**src/rtl/ex_trap_arbiter.sv**
```systemverilog
// External interrupt collector: per-source edge/level pending latch,
// round-robin grant onto the core's single trap valid/ready handshake.
module ex_trap_arbiter #(
   parameter int unsigned           NSRC     = 8,
   parameter int unsigned           IDW      = $clog2(NSRC),
   parameter logic [NSRC-1:0]       SRC_EDGE = {NSRC{1'b1}}
) (
   input  logic            clk,
   input  logic            rst_n,
   input  logic [NSRC-1:0] src_irq,
   input  logic [NSRC-1:0] irq_en,
   output logic            trap_valid,
   input  logic            trap_ready,
   output logic [IDW-1:0]  trap_id,
   output logic [NSRC-1:0] pending,
   output logic [7:0]      lost_cnt
);

   typedef enum logic {IDLE, REQ} state_t;

   state_t            state_q, state_d;
   logic [NSRC-1:0]   src_d;
   logic [IDW-1:0]    rr_ptr, rr_d;
   logic [IDW-1:0]    id_d;
   logic              valid_d;

   logic              hs;
   logic [NSRC-1:0]   edge_set, clr, lost_vec, pend_d, eligible;
   logic [2*NSRC-1:0] rot;
   logic [IDW-1:0]    off;
   logic              found;
   logic [IDW:0]      sum;
   logic [IDW-1:0]    pick;
   logic [8:0]        lost_sum;
   logic [5:0]        lost_n;

   assign hs       = (state_q == REQ) && trap_ready;
   assign edge_set = src_irq & ~src_d & SRC_EDGE;
   assign clr      = hs ? (SRC_EDGE & (NSRC'(1) << trap_id)) : '0;
   assign lost_vec = edge_set & pending & ~clr;
   assign eligible = pending & irq_en;

   // Edge sources: set beats clear. Level sources just track the pin.
   assign pend_d = (SRC_EDGE & ((pending & ~clr) | edge_set))
                 | (~SRC_EDGE & src_irq);

   always_comb begin
      lost_n = '0;
      for (int i = 0; i < NSRC; i++)
         lost_n = lost_n + 6'(lost_vec[i]);
      lost_sum = {1'b0, lost_cnt} + 9'(lost_n);
   end

   // Rotate so bit 0 is rr_ptr, take the lowest set bit, rotate back.
   always_comb begin
      rot   = {eligible, eligible} >> rr_ptr;
      off   = '0;
      found = 1'b0;
      for (int o = NSRC - 1; o >= 0; o--) begin
         if (rot[o]) begin
            off   = IDW'(o);
            found = 1'b1;
         end
      end
      sum  = {1'b0, rr_ptr} + {1'b0, off};
      pick = (sum >= (IDW+1)'(NSRC)) ? IDW'(sum - (IDW+1)'(NSRC))
                                      : IDW'(sum);
   end

   always_comb begin
      state_d = state_q;
      valid_d = trap_valid;
      id_d    = trap_id;
      rr_d    = rr_ptr;
      unique case (state_q)
         IDLE: begin
            valid_d = 1'b0;
            if (found) begin
               id_d    = pick;
               valid_d = 1'b1;
               state_d = REQ;
            end
         end
         REQ: begin
            valid_d = 1'b1;
            if (trap_ready) begin
               valid_d = 1'b0;
               rr_d    = (trap_id == IDW'(NSRC - 1)) ? '0
                                                     : trap_id + 1'b1;
               state_d = IDLE;
            end
         end
         default: state_d = IDLE;
      endcase
   end

   always_ff @(posedge clk) begin
      if (!rst_n) begin
         state_q    <= IDLE;
         trap_valid <= 1'b0;
         trap_id    <= '0;
         rr_ptr     <= '0;
         src_d      <= '0;
         pending    <= '0;
         lost_cnt   <= '0;
      end else begin
         state_q    <= state_d;
         trap_valid <= valid_d;
         trap_id    <= id_d;
         rr_ptr     <= rr_d;
         src_d      <= src_irq;
         pending    <= pend_d;
         lost_cnt   <= lost_sum[8] ? 8'hFF : lost_sum[7:0];
      end
   end

endmodule

```
**config.mk**
```make
export PLATFORM = sky130hd
export DESIGN_NAME = ex_trap_arbiter
export DESIGN_NICKNAME = d
export VERILOG_FILES = /design/src/rtl/ex_trap_arbiter.sv
export SDC_FILE = /design/constraint.sdc
export NUM_CORES = 1
export LEC_CHECK = 0
export CAP_MARGIN = 20
export CORE_ASPECT_RATIO = 2
export CORE_MARGIN = 5
export CORE_UTILIZATION = 55
export DETAILED_ROUTE_END_ITERATION = 16
export DONT_BUFFER_PORTS = 1
export PLACE_DENSITY = 0.7
export SETUP_SLACK_MARGIN = 0.1
export SLEW_MARGIN = 0
export SYNTH_ARGS = -nofsm -noshare
export SYNTH_HDL_FRONTEND = slang
export SYNTH_SLANG_ARGS = --single-unit
```
**constraint.sdc**
```tcl
create_clock -name clk -period 6.7 [get_ports clk]
set_input_delay 1.34 -clock clk [delete_from_list [all_inputs] [get_ports clk]]
set_output_delay 1.34 -clock clk [all_outputs]
set_load 0.02 [all_outputs]
```
* Yosys cells after proc, flatten, opt, wreduce, memory -nomap -nowiden *
Index checks and enable logic that the tools add are counted.
W data, S select, Z words.

word-level totals
  input port bits = 19
  output and inout bits = 20
  word-level logic and storage cells = 56
  register bits after elaboration = 31

cells by class
  $lt $le $gt $ge = 1
  bitwise gates (word level) = 9
  shift-type cells = 2
  reductions and logical operators = 3
  add/sub/neg operators = 11
  equal/unequal tests = 1
  mux-type cells = 23

operator list
  kind                   number
  $and A8 B8 Y8          5
  $mux W3                10
  $mux W8                2
  $not A8 Y8             2
  $shr A16 B3 Y8         1
  $add A6 B1 Y6          2
  $mux W1                10
  $add A8 B6 Y9          1
  $or A8 B8 Y8           1
  $shl A1 B3 Y8 const A  1
  $add A5 B1 Y6          1
  $add A4 B1 Y5          1
  $add A3 B1 Y4          1
  $add A3 B3 Y4          1
  $ge A4 B4 Y1 const B   1
  $reduce_and A2 Y1      2
  $add A2 B1 Y3          1
  $add A3 B1 Y3 const B  1
  $eq A3 B3 Y1 const B   1
  $sub A3 B1 Y3 const B  1
  $add A1 B1 Y2          1
  $pmux W1 S2            1
  $logic_and A1 B1 Y1    1
  $not A1 Y1             1

* Longest topological paths before layout *
  depth after elaboration = 13
  mapped depth = 17
  gate-level depth less buffers = 17

* Least setup slack after synthesis *
OpenSTA, ideal clock, no wires.

  path type = input to register
  start point = in trap_ready
  end point = reg lost_cnt[5]
  setup time = 0.115 ns
  arrival = 5.049 ns
  stages on the path = 16
  setup slack = 1.537 ns
  cell sequence = nand2_1 -> nor2_1 -> nand2_1 -> nand2_1 -> nor2_1 -> fa_1 -> inv_1 -> fa_1 -> inv_1 -> fa_1 -> fa_1 -> fa_1 -> a21o_1 -> a21oi_1 -> nor3b_1 -> o21a_1

between the ends
  word-level cells in the longest chain between the ends = 13

RTL lines
  what                     line  text
  from (decl)              13    input logic trap_ready,
  $logic_and A1 B1 Y1 (*)  37    assign hs = (state_q == REQ) && trap_ready;
  $mux W8 (*)              39    assign clr = hs ? (SRC_EDGE & (NSRC'(1) << trap_id)) : '0;
  $not A8 Y8 (*)           40    assign lost_vec = edge_set & pending & ~clr;
  $and A8 B8 Y8 (*)        40
  $add A1 B1 Y2            50    lost_n = lost_n + 6'(lost_vec[i]);
  $add A2 B1 Y3            50
  $add A3 B1 Y4            50
  $add A4 B1 Y5            50
  $add A5 B1 Y6            50
  $add A6 B1 Y6            50
  $add A6 B1 Y6 (*)        50
  $add A8 B6 Y9 (*)        51    lost_sum = {1'b0, lost_cnt} + 9'(lost_n);
  $mux W8 (*)              113   lost_cnt <= lost_sum[8] ? 8'hFF : lost_sum[7:0];
  to (signal assigned)     113
  to (decl)                16    output logic [7:0] lost_cnt

Mark *: on every way between the ends. The rest lies on a longest branch, timed or not.
A chain may end at the register's enable or synchronous reset.

* Worst setup path in the final report *
Ends and elaborated chain as after synthesis.

==> impl_metrics.json <==
{
  "place.gp.congestion": 0.762,
  "min_period_ns": 5.19,
  "setup-violations-final": 0,
  "finalClockSkew_ns": 0.00729,
  "synth_flop_cell": "dfxtp_1",
  "io_pins": 39,
  "die_h_microns": 96.9,
  "yosys-top-cells-area": "dfxtp_1 30%, ha_1 7.8%, fa_1 5.8%",
  "maxCapViolCount": 0,
  "ys_seq_area_frac": 0.299,
  "min-delay-path-class": "flip-flop to flip-flop",
  "first_iter_violations": 25,
  "critPathCaptureType": "flip-flop",
  "root_buffer": "clkbuf_8",
  "cp.arrival_ns": 5.36,
  "synth_edf_count": 0,
  "grt_first_pass_wirelength_microns": 7910,
  "cts_buffer_depth": 2,
  "min_period_over_period": 0.774,
  "switching_share": 0.371,
  "grt_usage": 0.206,
  "p_int_w": 0.000376,
  "start_util": 0.570,
  "power_frac_seq": 0.455,
  "yosys.area.top_type": "dfxtp_1",
  "p_sw_w": 0.000222,
  "setup_total_negative_slack_ns": 0,
  "met3_length_microns": 241,
  "avgSynthCellArea_sq_um": 8.96,
  "drv_slew": 0,
  "critPathLaunchType": "primary input",
  "cts_resized": 0,
  "synthArstFlopShare": 0,
  "viasPerCell": 6.02,
  "rsz0062_at_grt": "false",
  "syn_inst": 232,
  "crit_type": "primary input to flip-flop",
  "clk_pin_slew_ns": 0.07,
  "die_area_sq_um": 5180,
  "fillers": 370,
  "coreArea_sq_um": 3650,
  "pre_cts_ws_ns": 1.22,
  "synth_warnings": 0,
  "power_density_nw_per_um2": 274,
  "yosysUniqueCellTypes": 53,
  "syn_area_sq_um": 2080,
  "hold_viol_final": 0,
  "relSlewSlack": 0.449,
  "hold-path-cell-count": 2,
  "dr_wl_met2_microns": 2800,
  "clkPwrFrac": 0.247,
  "first_pass_iters": 4,
  "post-cts-setup-buffers": 0,
  "h-tree-depth": 2,
  "cts_hold_buf": 0,
  "antenna_found_initial": 0,
  "die_w_microns": 53.5,
  "numPortBuffers": 0,
  "row_count": 31,
  "syn-num-nets": 270,
  "required_ns": 6.87,
  "multiInputGateArea_sq_um": 1370,
  "finalNetCount": 269,
  "cts_tree": "done",
  "synth_top_area_share": 0.299,
  "clk_latency_ns": 0.28,
  "peakVddDrop_mv": 0.259,
  "worstMarginPinSlew_ns": 0.825,
  "combPwrFrac": 0.298,
  "area_growth_pct": 4.76,
  "avgRoutedWirePerCell_microns": 16.9,
  "clkSinkCount": 31,
  "grt_max_degree": 26,
  "dpl.hpwl_microns": 3830,
  "path_max_fanout": 6,
  "antennaDiodeCount": 0,
  "route.antenna.remaining_nets": 0,
  "synth-seq-cells": 31,
  "grt_overflow_total": 0,
  "leakage_nw": 0.884,
  "status": "finished clean",
  "num_vias": 1686,
  "grt_pass1_vias": 1759,
  "drc": 0,
  "layout_setup_ws_ns": 1.51,
  "met1_length_microns": 1560,
  "fmax_mhz": 193,
  "regArea_sq_um": 621,
  "route.top_layer_used": "met4",
  "finalWirelength_microns": 4730,
  "cts_buffers": 5,
  "layout-drive-gt1-share": 0.0866,
  "reg2reg_depth": 16
}
==> synth_stat cells (all sizes together), types with 3 or more instances <==
library cell and instances:
nand4bb 3, nand4 7, a21oi 16, clkbuf 4, nor2b 3, buf 4, ha 13, nor2 17
inv 8, nand3 4, fa 6, mux2 3, mux2i 6, mux4 3, nand4b 8, dfxtp 31
and2 13, nand2 32, nand2b 10
==> kinds of logic after synthesis <==
logic type | after synthesis | share of synthesized area
adder cells (fa/ha/maj) | 19 | 0.136
AND/OR/NAND/NOR | 113 | 0.316
XOR/XNOR | 3 | 0.0126
flip-flops | 31 | 0.299
buffers and inverters | 18 | 0.0421
multiplexers | 12 | 0.0777
AO/OA/AOI/OAI | 36 | 0.117
==> placed cells by master (no fill, tap or decap), drive strengths merged, types with 2 or more instances in the layout <==
cell,netlist,layout
nand2,32,32
nand4,7,7
o21ai,2,2
and2,13,13
xnor2,2,2
fa,6,6
a21oi,16,16
nand4b,8,8
nand4bb,3,3
nor2b,3,3
and4b,2,2
a31oi,2,2
ha,13,13
clkbuf,4,6
a211oi,2,2
nand3,4,4
inv,8,8
a21o,2,2
clkinv,2,3
mux2,3,3
nor2,17,17
and4bb,2,2
nand2b,10,10
a41oi,2,2
nor3,2,2
dfxtp,31,31
and4,2,2
or2,2,2
mux2i,6,6
mux4,3,3
==> worst max-delay path, cell delays in order <==
cell and delay, ns:
nand2_1 0.09, nor2_1 0.19, nand2_1 0.08, nand2_1 0.08, nor2_1 0.06, fa_1 0.50
inv_1 0.06, fa_1 0.54, inv_1 0.06, fa_1 0.51, fa_1 0.47, fa_1 0.41
a21o_1 0.20, a21oi_1 0.37, nor3b_1 0.19, o21a_1 0.21
==> registers in the layout, summed over array words and instances, names as in the netlist <==
register / count
lost_cnt: 8
pending: 8
rr_ptr: 3
src_d: 8
state_q: 1
trap_id: 3
==> final timing paths <==
| check | slack (ns) | to | startpoint |
|---|---|---|---|
| max reg2reg | 1.91 | lost_cnt[5] | state_q |
| min reg2reg | 0.51 | pending[3] | src_d[3] |
| max | 1.51 | lost_cnt[5] | trap_ready |
| min | 0.51 | pending[3] | src_d[3] |
==> power groups by stage <==
stage	combinational, W	clock [W]	sequential (W)
after global routing	0.000205	0.000161	0.000278
after CTS	0.000179	0.000150	0.000273
after detailed placement	0.000177	0	0.000277
after floorplan	0.000156	0	0.000257
final	0.000178	0.000148	0.000272
after global placement	0.000175	0	0.000276
==> area by class of cell <==
class                           instances  share of cell area
Tap cell                               49              0.0282
Clock inverter                          1             0.00230
Clock buffer                            6              0.0379
Inverter                               10              0.0172
Sequential cell                        31               0.285
Multi-Input combinational cell        183               0.629
==> through the flow <==
| step | instances | hold WS (ns) | utilization | cell area, sq um | power [W] |
|---|---|---|---|---|---|
| final | 280 | 0.513 | 0.597 | 2180 | 0.000598 |
| after global routing | 280 | 0.544 | 0.597 | 2180 | 0.000644 |
| after CTS | 280 | 0.520 | 0.597 | 2180 | 0.000602 |
| after detailed placement | 273 | 0.514 | 0.573 | 2090 | 0.000454 |
| after global placement | 273 | 0.513 | 0.573 | 2090 | 0.000451 |
| after floorplan | 232 | 0.479 | - | 2080 | 0.000413 |
==> metal layers <==
layer / track usage / up-vias
li1: - / 824
met1: 0.191 / 808
met2: 0.386 / 43
met3: 0.0492 / 11
met4: 0.0945 / 0
met5: 0 / -
Note: power is estimated with default switching activity, not from simulation.
